==> src/rtl/spk_out_fifo.sv <==
// Spike output FIFO: buffers fired spikes as {dst, neuid} and emits them to the router.
// Ports: clk/rst_n, soma_spk_vld/soma_spk/config_spk_out_neuid/config_dst in, tik,
//   spk_out_config_full, spk_out_vld/rdy/data/empty/ovf, spk_cnt (SPK_OUT_CNT_EN only).
module spk_out_fifo #(
  parameter int SW     = 24,
  parameter int DW     = 8,
  parameter int DEPTH  = 16,
  parameter int MARGIN = 4,
  parameter int CW     = 16
) (
  input  logic          clk,
  input  logic          rst_n,
  input  logic          soma_spk_vld,
  input  logic          soma_spk,
  input  logic [SW-1:0] config_spk_out_neuid,
  input  logic [DW-1:0] config_dst,
  input  logic          tik,
  output logic          spk_out_config_full,
  output logic          spk_out_vld,
  input  logic          spk_out_rdy,
  output logic [DW+SW-1:0] spk_out_data,
  output logic          spk_out_empty,
`ifdef SPK_OUT_CNT_EN
  output logic          spk_out_ovf,
  output logic [CW-1:0] spk_cnt
`else
  output logic          spk_out_ovf
`endif
);

  localparam int AW = $clog2(DEPTH);
  localparam int PW = DW + SW;
  localparam logic [AW:0] DEPTH_C = (AW+1)'(DEPTH);
  localparam logic [AW:0] THR_C   = (AW+1)'(DEPTH - MARGIN);
  localparam logic [AW:0] ONE_C   = (AW+1)'(1);

  typedef enum logic {
    S_EMPTY = 1'b0,
    S_HOLD  = 1'b1
  } state_t;

  state_t state_q, state_d;

  logic [PW-1:0] mem [DEPTH];
  logic [AW-1:0] wr_ptr, rd_ptr;
  logic [AW:0]   count, count_nxt;
  logic          wr, rd, wr_acc;
  logic          full_q, ovf_q;

  assign wr = soma_spk_vld & soma_spk;
  assign rd = spk_out_vld & spk_out_rdy;
  // When full, a same-cycle pop frees the slot being written.
  assign wr_acc = wr & ((count < DEPTH_C) | rd);

  always_comb begin
    count_nxt = count;
    unique case ({wr_acc, rd})
      2'b10:   count_nxt = count + 1'b1;
      2'b01:   count_nxt = count - 1'b1;
      default: count_nxt = count;
    endcase
  end

  always_comb begin
    state_d = state_q;
    unique case (state_q)
      S_EMPTY: if (wr_acc) state_d = S_HOLD;
      S_HOLD:  if (rd && count == ONE_C && !wr_acc) state_d = S_EMPTY;
      default: state_d = S_EMPTY;
    endcase
  end

  always_ff @(posedge clk or negedge rst_n) begin
    if (!rst_n) begin
      state_q <= S_EMPTY;
      wr_ptr  <= '0;
      rd_ptr  <= '0;
      count   <= '0;
      full_q  <= 1'b0;
      ovf_q   <= 1'b0;
    end else begin
      state_q <= state_d;
      count   <= count_nxt;
      full_q  <= (count_nxt >= THR_C);
      if (wr_acc) wr_ptr <= wr_ptr + 1'b1;
      if (rd)     rd_ptr <= rd_ptr + 1'b1;
      if (wr && !wr_acc) ovf_q <= 1'b1;
    end
  end

  always_ff @(posedge clk) begin
    if (wr_acc) mem[wr_ptr] <= {config_dst, config_spk_out_neuid};
  end

  assign spk_out_vld         = (state_q == S_HOLD);
  assign spk_out_data        = mem[rd_ptr];
  assign spk_out_empty       = (count == '0);
  assign spk_out_config_full = full_q;
  assign spk_out_ovf         = ovf_q;

`ifdef SPK_OUT_CNT_EN
  logic [CW-1:0] cnt_q, cnt_inc;

  assign cnt_inc = (wr_acc && cnt_q != '1) ? cnt_q + 1'b1 : cnt_q;

  always_ff @(posedge clk or negedge rst_n) begin
    if (!rst_n) begin
      cnt_q   <= '0;
      spk_cnt <= '0;
    end else if (tik) begin
      spk_cnt <= cnt_inc;
      cnt_q   <= '0;
    end else begin
      cnt_q   <= cnt_inc;
    end
  end
`else
  logic unused_tik;
  assign unused_tik = tik;
`endif

endmodule

==> config.mk <==
export PLATFORM = sky130hd
export DESIGN_NAME = spk_out_fifo
export DESIGN_NICKNAME = d
export VERILOG_FILES = /design/src/rtl/spk_out_fifo.sv
export SDC_FILE = /design/constraint.sdc
export NUM_CORES = 1
export LEC_CHECK = 0
export ABC_AREA = 1
export BUFFER_PORTS_ARGS = -buffer_cell sky130_fd_sc_hd__buf_4
export CORE_MARGIN = 4
export CORE_UTILIZATION = 47
export CTS_BUF_LIST = sky130_fd_sc_hd__clkbuf_16
export DETAILED_ROUTE_END_ITERATION = 8
export GPL_ROUTABILITY_DRIVEN = 0
export GPL_TIMING_DRIVEN = 0
export MAX_ROUTING_LAYER = met4
export SLEW_MARGIN = 10
export SYNTH_ARGS = -nofsm -noshare
export SYNTH_HDL_FRONTEND = slang
export SYNTH_SLANG_ARGS = --single-unit
==> constraint.sdc <==
create_clock -name clk -period 3.4 [get_ports clk]
set_input_delay 0.68 -clock clk [delete_from_list [all_inputs] [get_ports clk]]
set_output_delay 0.68 -clock clk [all_outputs]
set_load 0.01 [all_outputs]
==> results.ini <==
[run_status]
status = completed

[critical_path]
crit_arrival_ns = 2.70
ff2ff_path_depth = 7
crit_fanout = 10
critPathKind = reg2out
required_ns = 2.72
path_cells = clkbuf_1 -> clkinv_1 -> clkbuf_1 -> nand3_1 -> nand2_2 -> buf_4
crit_slowest_cell = clkbuf_1
path_delay_family = buffers and inverters
critPathBufInv = 4
crit_top_cell = clkbuf_1
start_kind = flop
cp_slowest_stage_delay_ns = 0.79
cp_num_cells = 6
cp-end-kind = primary output
r2r_slack_ns = 0.72

[finish]
regArea_sq_um = 15800
multi_input_area_sq_um = 5000
drive_above_1_share_pct = 14.3
syn_to_final_growth_pct = 16.5
fin_nets = 1941
final_area_sq_um = 25000
n_fill_cell = 3807
antennaDiodeCount = 0

[power]
ir_drop_uv = 623
leakage_nw = 8.79
p_total_w = 0.0218
pwr_density_cell_nw_per_um2 = 873

[floorplan]
design.core.area_sq_um = 45300
dieHeight_microns = 222
die_width_microns = 222
num_rows = 78
dieArea_sq_um = 49200
start_util_pct = 47.4
ioPinCount = 74

[timing]
fmax_ghz = 0.296
timing.final.max_slew_violations = 0
setup-violations-final = 0
maxSlewHeadroom_pct = 17.2
period_share_pct = 99.4
min_period_ns = 3.38
setup_tns_ns = 0
rsz0062_at_grt = yes
worst_pin_slew_ns = 1.24
finalClockSkew_ns = 0.0139
hold_viol_final = 0

[synth]
synth_cells = 1746
synth-async-reset-ratio_pct = 3.03
synth-main-ff-cell = edfxtp_1
synth_top_area_share_pct = 71.6
yosysMostFrequentCell = edfxtp_1
ys_types = 27
synth_fp_nets = 1795
syn_area_sq_um = 21500
yosysTopAreaCell = edfxtp_1
netlist_top_cells_count = edfxtp_1 (512), nor2_1 (456), nand3_1 (204), o21ai_0 (180), nand2_1 (98)
ys_ff_latch = 528
syn_avg_cell_area_sq_um = 12.3
yosys_warnings = 0
seq_area_frac_synth_pct = 73.5
synth_edf_count = 512
synthTopCellsByArea = edfxtp_1 (72%), nor2_1 (8.0%), nand3_1 (4.8%), o21ai_0 (4.2%), dfrtp_1 (1.9%)

[clock_network]
cts_buffers = 54
clock_tree.buffer_depth = 3
clk_pin_slew_ns = 0.06
cts_num_sinks = 528
h-tree-depth = 2
tritoncts = built
post_cts_buffers = 0
cts_root_buf = clkbuf_16
insertion_delay_ns = 0.61

[global_route]
overflow = 0
use_met1_pct = 34.6
grt_util_met3_pct = 4.14
antenna_found_initial = 0
track_usage_pct = 25.7
top_usage_layer = met2
met2_usage_pct = 40.0
grt_pass1_vias = 13848
grt_first_pass_wirelength_microns = 90600
grt_max_degree = 23

[run]
maxCapViolCount = 0

[detailed_routing]
drt-initial-drc-count = 1708
drt-vias-per-instance = 5.66
dr.pass1.iters = 7
num_vias = 14343
wl_microns = 62600
route.detailed.drc = 0
ant_nets = 0
routedWlPerCell_microns = 24.7

[min_path]
min_path_type = in2reg
hold_depth = 1

[placement]
port_buffers = 72
dp_hpwl_microns = 38800
placed_cell_area_sq_um = 23200

==> metrics by stage <==
stage / cells / utilization [%] / hold slack (ns) / setup slack (ns)
global placement: 2418 / 50.3 / 0.471 / -2.06
CTS: 2535 / 55.2 / 0.354 / 0.000433
global route: 2535 / 55.2 / 0.376 / -0.0308
detailed placement: 2435 / 51.3 / 0.468 / 0.295
floorplan: 1746 / - / 0.384 / 0.216
finish: 2535 / 55.2 / 0.379 / 0.0214
==> report_power, final <==
group          switching, W  total, W  internal, W  leakage, nW
logic               0.00581   0.00853      0.00272         3.12
registers          0.000137   0.00762      0.00748         4.79
clock network       0.00245   0.00567      0.00322        0.877
==> worst register-to-register path, stage by stage, from the launching register on <==
cell and delay, ns:
dfrtp_1 0.37, nand2_1 0.19, a21oi_4 0.30, inv_1 0.14
nor2_1 0.17, inv_1 0.20, nor2_4 0.70, buf_12 0.28
==> cell type report <==
type,instances,share of cell area [%]
Inverter,55,0.846
Tap cell,600,3.00
Clock buffer,57,5.70
Sequential cell,528,63.1
Timing Repair Buffer,90,3.65
Multi-Input combinational cell,1057,20.0
Clock inverter,42,0.996
Buffer,106,2.74
==> layer usage <==
metal / part of all wire, % / vias to the layer above
li1: - / 6483
met1: 41 / 7046
met2: 47 / 675
met3: 8.5 / 139
met4: 3.9 / 0
met5: 0 / -
==> cell usage in the layout (no fill, tap or decap), types with 10 or more instances in the layout <==
cell and n:
clkbuf_1 24, buf_4 86, edfxtp_1 512, nand2_1 96
clkbuf_16 57, clkbuf_2 20, clkinv_1 17, buf_12 15
buf_6 18, nor2_4 16, o21ai_0 180, nand3_1 204
inv_1 67, buf_2 16, o211ai_1 23, o21ai_1 48
dfrtp_1 16, nor2_2 12, o211ai_2 10, ha_1 11
nor2_1 440
==> registers in the layout, indices dropped and copies added, names as in the netlist <==
name,flops
wr_ptr,4
spk_out_ovf,1
count,5
spk_out_vld,1
mem,512
spk_out_config_full,1
rd_ptr,4
==> cells by family after synthesis <==
| family | Yosys count | synth area share [%] |
|---|---|---|
| buffers and inverters | 161 | 3.81 |
| XOR/XNOR | 6 | 0.245 |
| AND/OR/NAND/NOR | 775 | 14.9 |
| AO/OA/AOI/OAI | 265 | 6.87 |
| flip-flops | 528 | 73.5 |
| adder cells (fa/ha/maj) | 11 | 0.641 |
==> final timing paths <==
kind | start | endpoint
min in group asynchronous | rst_n | spk_out_vld$_DFF_PN0_
max in group asynchronous | rst_n | wr_ptr[1]$_DFFE_PN0P_
worst max-delay path | rd_ptr[3]$_DFFE_PN0P_ | spk_out_data[5]
worst max register to register | spk_out_vld$_DFF_PN0_ | mem[3][20]$_DFFE_PP_
worst min register to register | spk_out_ovf$_DFFE_PN0P_ | spk_out_ovf$_DFFE_PN0P_
worst min-delay path | config_spk_out_neuid[1] | mem[13][1]$_DFFE_PP_
==> what timing repair did <==
item                                    CTS  global route
hold buffers                              1             0
endpoints found under the setup margin   32            31
resized for setup                        25            28
endpoints found under the hold margin    16             0
Power figures use the tool's default switching activity.
